`src/rtl/hsv_match_ctrl.sv`:
```
// hsv_match_ctrl: round controller that drives the HSV similarity comparator.
// Latches target and difficulty on start, waits for the comparator to settle,
// then requires a run of HOLD_CYCLES "similar" flags before the timeout expires.
// Ports:
//   clk, rst              clock and synchronous active-high reset
//   start, abort          round control from the menu logic
//   target_h/s/v          target colour; difficulty 0 (easy) .. 3 (hardest)
//   similar_flag          comparator result (00 no, 01 yes, 1x not compared)
//   set_h/s/v             colour sent to the comparator
//   threshold_level       comparator threshold
//   busy, done            round active; one-cycle end-of-round pulse
//   pass, err             round result, held until the next start
//   hold_cnt, score       progress-bar count; saturating count of passed rounds
module hsv_match_ctrl #(
  parameter int HOLD_CYCLES    = 16,
  parameter int TIMEOUT_CYCLES = 1000,
  parameter int SETTLE_CYCLES  = 2,
  parameter int SCORE_W        = 8,
  localparam int HW = $clog2(HOLD_CYCLES + 1)
) (
  input  logic               clk,
  input  logic               rst,
  input  logic               start,
  input  logic               abort,
  input  logic [8:0]         target_h,
  input  logic [8:0]         target_s,
  input  logic [8:0]         target_v,
  input  logic [1:0]         difficulty,
  input  logic [1:0]         similar_flag,
  output logic [8:0]         set_h,
  output logic [8:0]         set_s,
  output logic [8:0]         set_v,
  output logic [2:0]         threshold_level,
  output logic               busy,
  output logic               done,
  output logic               pass,
  output logic               err,
  output logic [HW-1:0]      hold_cnt,
  output logic [SCORE_W-1:0] score
);

  localparam int TW = $clog2(TIMEOUT_CYCLES + 1);
  localparam int SW = $clog2(SETTLE_CYCLES + 1);

  localparam logic [HW-1:0] HOLD_LAST = HW'(HOLD_CYCLES);
  localparam logic [TW-1:0] TMO_LAST  = TW'(TIMEOUT_CYCLES);
  localparam logic [SW-1:0] SET_LAST  = SW'(SETTLE_CYCLES - 1);

  typedef enum logic [1:0] {
    S_IDLE,
    S_ARM,
    S_TRACK,
    S_DONE
  } state_t;

  state_t        state;
  logic [TW-1:0] timer;
  logic [SW-1:0] settle;

  logic          bad_target;
  logic [2:0]    level;
  logic [HW-1:0] hold_inc;
  logic [TW-1:0] timer_inc;
  logic [SCORE_W-1:0] score_inc;

  // Zero target would leave the comparator idle forever; hue is 0..359.
  assign bad_target = (target_h > 9'd359) ||
                      ({target_h, target_s, target_v} == 27'd0);

  assign hold_inc  = hold_cnt + HW'(1);
  assign timer_inc = timer + TW'(1);
  assign score_inc = (&score) ? score : score + SCORE_W'(1);

  // Hardest level jumps to the tightest threshold rather than 3'b011.
  always_comb begin
    level = 3'b000;
    unique case (difficulty)
      2'd0: level = 3'b000;
      2'd1: level = 3'b001;
      2'd2: level = 3'b010;
      2'd3: level = 3'b111;
      default: level = 3'b000;
    endcase
  end

  always_ff @(posedge clk) begin
    if (rst) begin
      state           <= S_IDLE;
      timer           <= '0;
      settle          <= '0;
      set_h           <= '0;
      set_s           <= '0;
      set_v           <= '0;
      threshold_level <= '0;
      busy            <= 1'b0;
      done            <= 1'b0;
      pass            <= 1'b0;
      err             <= 1'b0;
      hold_cnt        <= '0;
      score           <= '0;
    end else begin
      done <= 1'b0;
      unique case (state)
        S_IDLE: begin
          if (start) begin
            pass     <= 1'b0;
            err      <= 1'b0;
            hold_cnt <= '0;
            timer    <= '0;
            settle   <= '0;
            if (bad_target) begin
              err   <= 1'b1;
              done  <= 1'b1;
              state <= S_DONE;
            end else begin
              set_h           <= target_h;
              set_s           <= target_s;
              set_v           <= target_v;
              threshold_level <= level;
              busy            <= 1'b1;
              state           <= S_ARM;
            end
          end
        end

        // Flags are ignored here while the comparator pipeline fills.
        S_ARM: begin
          if (abort) begin
            err   <= 1'b1;
            pass  <= 1'b0;
            busy  <= 1'b0;
            done  <= 1'b1;
            state <= S_DONE;
          end else if (settle == SET_LAST) begin
            state <= S_TRACK;
          end else begin
            settle <= settle + SW'(1);
          end
        end

        // Priority: abort, protocol error, pass, timeout.
        S_TRACK: begin
          timer <= timer_inc;
          if (abort) begin
            err   <= 1'b1;
            pass  <= 1'b0;
            busy  <= 1'b0;
            done  <= 1'b1;
            state <= S_DONE;
          end else if (similar_flag[1]) begin
            err   <= 1'b1;
            busy  <= 1'b0;
            done  <= 1'b1;
            state <= S_DONE;
          end else if (similar_flag[0] &&
                       hold_inc == HOLD_LAST) begin
            hold_cnt <= hold_inc;
            pass     <= 1'b1;
            score    <= score_inc;
            busy     <= 1'b0;
            done     <= 1'b1;
            state    <= S_DONE;
          end else begin
            hold_cnt <= similar_flag[0] ? hold_inc : '0;
            if (timer_inc == TMO_LAST) begin
              busy  <= 1'b0;
              done  <= 1'b1;
              state <= S_DONE;
            end
          end
        end

        // Zeroed set inputs park the comparator in "not compared".
        S_DONE: begin
          set_h           <= '0;
          set_s           <= '0;
          set_v           <= '0;
          threshold_level <= '0;
          state           <= S_IDLE;
        end

        default: state <= S_IDLE;
      endcase
    end
  end

endmodule
```
`config.mk`:
```
export PLATFORM = sky130hd
export DESIGN_NAME = hsv_match_ctrl
export DESIGN_NICKNAME = d
export VERILOG_FILES = /design/src/rtl/hsv_match_ctrl.sv
export SDC_FILE = /design/constraint.sdc
export NUM_CORES = 1
export LEC_CHECK = 0
export ABC_AREA = 1
export ABC_CLOCK_PERIOD_IN_PS = 2470
export BUFFER_PORTS_ARGS = -buffer_cell sky130_fd_sc_hd__buf_4
export CORE_UTILIZATION = 52
export DETAILED_ROUTE_END_ITERATION = 10
export PLACE_DENSITY = 0.8
export SETUP_SLACK_MARGIN = 0.05
export SYNTH_ARGS = -nofsm -noshare
export SYNTH_HDL_FRONTEND = slang
export SYNTH_SLANG_ARGS = --single-unit
```
`constraint.sdc`:
```
create_clock -name clk -period 2.47 [get_ports clk]
set_input_delay 0.1235 -clock clk [delete_from_list [all_inputs] [get_ports clk]]
set_output_delay 0.1235 -clock clk [all_outputs]
set_load 0.01 [all_outputs]
```
==> results of run 1 <==
==> where the power goes <==
group | total (W) | switching, W | internal, W
combinational | 0.00145 | 0.000847 | 0.000601
clock | 0.000825 | 0.000374 | 0.000451
sequential | 0.00138 | 0.000144 | 0.00124
==> state kept, by name (all words and copies together), names as in the netlist <==
register and cells:
hold_cnt 5, pass 1, set_s 9, threshold_level 3, set_v 9, settle 2, score 8, err 1
done 1, state 2, timer 10, busy 1, set_h 9
==> worst max-delay path: cells and delay by family, from the launching register on <==
kind / cells / cell delay, ns
AOI/OAI and AO/OA: 2 / 0.36
adders and majority gates: 1 / 0.32
buffers and inverters: 2 / 0.23
DFF: 1 / 0.42
and+or+nand+nor: 4 / 0.66
==> area by class of cell <==
| cell class | count | area, um2 |
|---|---|---|
| Clock buffer | 9 | 124 |
| Sequential cell | 61 | 1220 |
| Clock inverter | 6 | 55.1 |
| Multi-Input combinational cell | 312 | 1500 |
| Inverter | 33 | 124 |
| Timing Repair Buffer | 85 | 638 |
| Fill cell | 445 | 1490 |
| Tap cell | 70 | 87.6 |
==> metrics by stage <==
stage	cell area, um2	worst slack, ns
finish	3750	0.414
global route	3750	0.158
CTS	3750	0.467
detailed placement	3570	0.470
global placement	3570	0.593
floorplan	2910	0.719
==> placed cells by master (no fill, tap or decap), types with 2 or more instances in the layout <==
cell type and n:
nor3_2 2, clkinv_2 5, nor2_1 80, o21ai_0 15
xor2_1 4, nor2_4 2, nor3_1 4, clkinv_1 2
nand3_1 18, clkbuf_8 9, ha_1 9, dfxtp_1 61
a21oi_1 54, nand4_1 3, o211a_1 2, nor2_2 3
nand2_1 100, inv_1 30, buf_4 85, nand2_2 5
==> worst max path at each step <==
| stage | end | slack (ns) | cells past startpoint | from |
|---|---|---|---|---|
| floorplan | hold_cnt[1]$_SDFFE_PP0P_ | 0.72 | 10 | state[0]$_SDFFE_PP0P_ |
| global placement | hold_cnt[1]$_SDFFE_PP0P_ | 0.59 | 9 | state[0]$_SDFFE_PP0P_ |
| detailed placement | hold_cnt[2]$_SDFFE_PP0P_ | 0.47 | 9 | state[0]$_SDFFE_PP0P_ |
| CTS | hold_cnt[2]$_SDFFE_PP0P_ | 0.47 | 9 | state[0]$_SDFFE_PP0P_ |
| global route | hold_cnt[3]$_SDFFE_PP0P_ | 0.16 | 9 | state[0]$_SDFFE_PP0P_ |
| finish | hold_cnt[2]$_SDFFE_PP0P_ | 0.41 | 9 | state[0]$_SDFFE_PP0P_ |
==> cell families (layout without fill, tap and decap cells) <==
group	Yosys count	after routing
flops	61	61
simple gates	222	222
xor+xnor	4	4
fa+ha+maj	9	9
compound gates	77	77
buf+inv	45	133
==> metal layers <==
| metal | up-vias | track usage, % | wire, um |
|---|---|---|---|
| met2 | 88 | 43.1 | 3450 |
| met5 | - | 0 | 0 |
| li1 | 1516 | - | - |
| met4 | 0 | 10.6 | 91 |
| met1 | 1278 | 30.7 | 3210 |
| met3 | 9 | 4.52 | 478 |
==> metrics.txt, run 1 <==
Worst Hold Launch=target_s[5]; die height=approximately 77 um; Worst Hold Depth=3; Residual DRC=0; ys flop type=dfxtp_1; slowest CP cell=dfxtp_1; PwrDens=between 900 and 1000 nW/um2; hold_buf cts=0; vias in the first global route=roughly 2,600; post-CTS setup buffers=0; RSZ-0062 raised after global routing=false; Synth Net Count=roughly 460; mux contribution to synthesized area=0%; H-tree depth=3; synthesis-to-layout area growth=28.9%; DR vias=2,891; CP Cell Sequence=inv_1, ha_1, inv_2, nor2_2, a21oi_2, nand2_2, nor3_1, nand2_1, a21oi_1; final setup skew=0.00556 ns; DIE AREA=5900 um2; Distinct cells, synth=33; Final Max Tran Viols=0; Clock Sink Count=61; Synth Area in Adders=between 3 and 4%; CTS buffer count=9; clock root buffer=clkbuf_8; 1st-iter DRT viols=around 170; Post-Route WL=between 7000 and 8000 um; hpwl dp=5260 um; Hold Vio Cnt, Final=0; maxcap violations=0; crit path time final=2.06 ns; worst min path class=input pin to flip-flop; #FFs+latches synth=between 60 and 70; Die Wd=76.8 um; largest net degree at the start of global routing=30; post-synth top area share=a little over two fifths; crit start category=flip-flop; Placer Congestion=between 0.8 and 0.9; Crit Reg-Reg Startpoint=state[0]$_SDFFE_PP0P_; row count=26; DR pass1 iterations=5; Post-synth ARST share=0%; top cell type by total area after synthesis=dfxtp_1; detailed-route wire length per cell=around 13 um; antenna diode count=0; post-synthesis simple-gate area fraction=between 30% and 40%; CTS tree=built; Remaining Overflow, GRT=0; Hold WS=roughly 0.060 ns; Pwr Total=0.00365 W; Antenna Violating Nets Remaining=0; Commonest cells post-synth=nand2_1 (100), nor2_1 (80), dfxtp_1 (61), a21oi_1 (54), inv_1 (30); Rel. slew slack=a little under three fifths; # IOs=82; WP data required=between 2 and 3 ns; R2R Setup Slk=0.41 ns; cell with the most instances after synthesis=nand2_1; gr usage total=25.1%; setup TNS=0 ns; Clk Latency, worst-skew pair=around 0.33 ns; status=completed; Synth area leaders=dfxtp_1 (42%), nand2_1 (13%), nor2_1 (10%), a21oi_1 (9.3%), ha_1 (3.9%); Layout Cells excl Fill=about 580; Peak VDD IR=0.613 mV; largest family of logic cells by synthesized area=simple AND/OR/NAND/NOR gates; vias per cell=around 5; maximum buffer depth of the clock tree=2; WP data arrival=approximately 2.3 ns; Pleak=roughly 1.8 nW; crit share post-route=83.2%; Crit path largest cell delay=roughly 0.42 ns; Mapped Area=2910 um2; first-pass GRT wire length=11,900 um; XOR/XNOR Fraction of Synth Area=roughly 1.2%; Initial Utilization=between 50% and 60%; Core Footprint=around 5200 um2; R2R Path End=hold_cnt[2]$_SDFFE_PP0P_; Max Clk Rate=about 490 MHz; worst-case reg-to-reg path depth=9; dpl cells=approximately 560; post-CTS resize count=0; setup violators final=0; Seq/Total Area, Yosys=between 40% and 50%; fin util=a little under three quarters; Worst-path clk slew=roughly 0.070 ns; CP Capture Type=flip-flop; Post-synth EDFFs=0; share of post-route cells with drive strength above 1=between 20% and 30%; Avg Inst Size Synth=between 6 and 7 um2; initial antenna violation count=0; synth warn=0; post-synthesis compound-gate area fraction=between 10% and 20%; nets=about 550; Least-Margin Pin Slew=around 0.67 ns; Setup CP Type=flip-flop to flip-flop; Mapped Cells=approximately 420; Worst Hold Endpoint=set_s[5]$_SDFFE_PP0P_; # port buffers=81; crit path max fanout=9
Power figures use the tool's default switching activity.
==> inputs of run 2 (changes only) <==
- ABC_CLOCK_PERIOD_IN_PS: 2470 -> 1700
- CORE_UTILIZATION: 52 -> 47
- PLACE_DENSITY: 0.8 -> 0.76
- clock period: 2.47 -> 1.7 ns (I/O delays scaled with it)
==> run 2 against run 1 <==
Effect of this change: the run now ends with negative setup slack left; sequential cell count unchanged; hold slack worse by 0.043 ns; combinational power up 90%; die area up 10%; total power up 66%; clock skew up 0.0020 ns; count of clock-buffer cells in the layout up 2; sequential share of layout area down 3.3 points; fmax up 20%; sequential power up 46%; clock power up 56%; largest power group unchanged.
==> metrics.txt, run 2 (synthesized netlist as in run 1, its figures left out) <==
routing usage on met2=36.7% (-6.4 points); synthesis-to-layout area growth=46.3%; Rel. slew slack=68.6% (+13 points); violated checks=negative setup slack; Least-Margin Pin Slew=0.471 ns (-0.198 ns); Post-Route WL=8280 um (+15%); Core Footprint=5960 um2 (+14%); crit share post-route=101% (+18 points); Top Usage Layer GRT=met2; clock root buffer=clkbuf_8; DIE AREA=6510 um2 (+10%); # IOs=82 (unchanged); maximum buffer depth of the clock tree=2 (unchanged); slack of the critical path=-0.0197 ns (-0.434 ns); Peak VDD IR=1.17 mV (+90%); most used cell, CP=nand2_1; Crit path largest cell delay=0.38 ns (-0.04 ns); PwrDens=1420 nW/um2 (+46%); Die Wd=80.7 um (+5.1%); Remaining Overflow, GRT=0 (unchanged); fillcell total=480 (+7.9%); setup violators final=2 (+2); Clock Sink Count=61 (unchanged); Residual DRC=0 (unchanged); Pwr Total=0.00606 W (+66%); dpl cells=582 (+3.7%); CP Cell Sequence=ha_4, nand2_8, o21ai_2, nand2_1, nor2_1, nand2_1, nor2_1, nand2_1, nand3_4, nand3_2, nand2_1, nor2_1; final setup skew=0.00754 ns (+0.00198 ns); nets=572 (+4.8%); Setup CP Type=flip-flop to flip-flop; post-placement cell area=3740 um2 (+4.6%); WP data required=1.92 ns (-0.82 ns); Largest register FFs=10 (unchanged); die height=80.7 um (+5.1%); met1 Usage GRT=29.3% (-1.3 points); Placer Congestion=0.900 (+2.3%); crit path max fanout=6 (-3); DR vias=3,088 (+6.8%); hpwl dp=5370 um (+2.2%); share of post-route cells with drive strength above 1=35.5% (+13 points); Clk Latency, worst-skew pair=0.33 ns (about the same); H-tree depth=3 (unchanged); DR pass1 iterations=4 (-1); 1st-iter DRT viols=154 (-7.2%); WP data arrival=1.94 ns (-0.38 ns); hold_buf cts=0 (unchanged); Antenna Violating Nets Remaining=0 (unchanged); Final Max Tran Viols=0 (unchanged); slowest CP cell=dfxtp_4; storage element area=1250 um2 (+2.0%); largest net degree at the start of global routing=29 (-3.3%); CTS buffer count=9 (unchanged); Max Clk Rate=581 MHz (+20%); Pleak=1.94 nW (+11%); maxcap violations=0 (unchanged); Layout Cells excl Fill=607 (+5.4%); detailed-route wire length per cell=13.6 um (+8.8%); worst min path class=input pin to flip-flop; gr usage total=22.7% (-2.5 points); initial antenna violation count=0 (unchanged); crit path time final=1.72 ns (-0.336 ns); area occupied by multi-input gates=1720 um2 (+15%); CP Capture Type=flip-flop; vias in the first global route=2,586 (-1.1%); setup TNS=-0.0364 ns (-0.0364 ns); status=complete, but fails checks; RSZ-0062 raised after global routing=true; commonest cells after routing, fill and taps aside=buf_4 (106), nand2_1 (95), nor2_1 (71); # port buffers=81 (unchanged); Initial Utilization=48.8% (-6.7 points); cell area after layout=4260 um2 (+13%); Top reg by flops=timer; met3 Use GR=4.20% (-0.32 points); vias per cell=5.09 (+1.4%); crit start category=flip-flop; row count=28 (+7.7%); CTS tree=built; Worst-path clk slew=0.07 ns (about the same); Hold Vio Cnt, Final=0 (unchanged); antenna diode count=0 (unchanged); first-pass GRT wire length=11,400 um (-4.5%); most common cell after layout, fill and taps aside=buf_4; Hold WS=0.0170 ns (-0.0432 ns)
## run 2: cell types whose count changed in the layout (fill, tap and decap cells not counted), moves of 6 or more
cell	delta
buf_4	+21
dfxtp_1	-10
inv_1	-6
nor2_1	-9
## run 2: critical path: cells and delay by family (launching register included)
kind / cells / cell delay (ns)
AOI/OAI and AO/OA: 1 / 0.12
adders and majority gates: 1 / 0.16
and+or+nand+nor: 10 / 0.95
DFF: 1 / 0.38
## run 2: worst paths after layout
kind / startpoint / to / slack [ns] / depth (start not counted)
worst min-delay path: target_v[4] / set_v[4]$_SDFFE_PP0P_ / 0.02 / 3
worst min register to register: settle[1]$_SDFFE_PP0P_ / settle[1]$_SDFFE_PP0P_ / 0.46 / 2
worst max register to register: timer[0]$_SDFFE_PP0P_ / state[0]$_SDFFE_PP0P_ / -0.02 / 12
worst max-delay path: timer[0]$_SDFFE_PP0P_ / state[0]$_SDFFE_PP0P_ / -0.02 / 12
## run 2: what timing repair did
action,in CTS,in global routing
gates resized for setup,8,60
buffers inserted,0,8
setup endpoints to repair,11,55
cloned,1,1
pin swaps,1,21
## run 2: area by class of cell
| class | count | share of cell area (%) |
|---|---|---|
| flip-flops and latches | 61 | 29.3 |
| clock inverters | 4 | 1.12 |
| well taps | 75 | 2.20 |
| repair buffers | 110 | 20.5 |
| multi-input cells | 313 | 40.4 |
| clock buffers | 11 | 3.56 |
| inverters | 33 | 2.97 |
## run 2: through the flow
step	setup slack [ns]	util (%)
2_1_floorplan	0.0440	-
3_3_place_gp	0.0422	62.8
3_5_place_dp	-0.00663	62.8
4_1_cts	0.0514	66.6
5_1_grt	-0.105	71.5
6_report	-0.0197	71.5
## run 2: per-layer routing
layer | vias to the layer above | share of wire [%]
met5 | - | 0
met4 | 0 | 2.0
met3 | 14 | 4.5
met2 | 91 | 51
met1 | 1405 | 43
li1 | 1578 | -
## run 2: power breakdown
group / internal (W) / total [W] / leakage (nW) / switching, W
combinational: 0.00128 / 0.00275 / 1.33 / 0.00147
clock: 0.000744 / 0.00129 / 0.101 / 0.000547
sequential: 0.00180 / 0.00201 / 0.507 / 0.000209
total: 0.00383 / 0.00606 / 1.94 / 0.00223
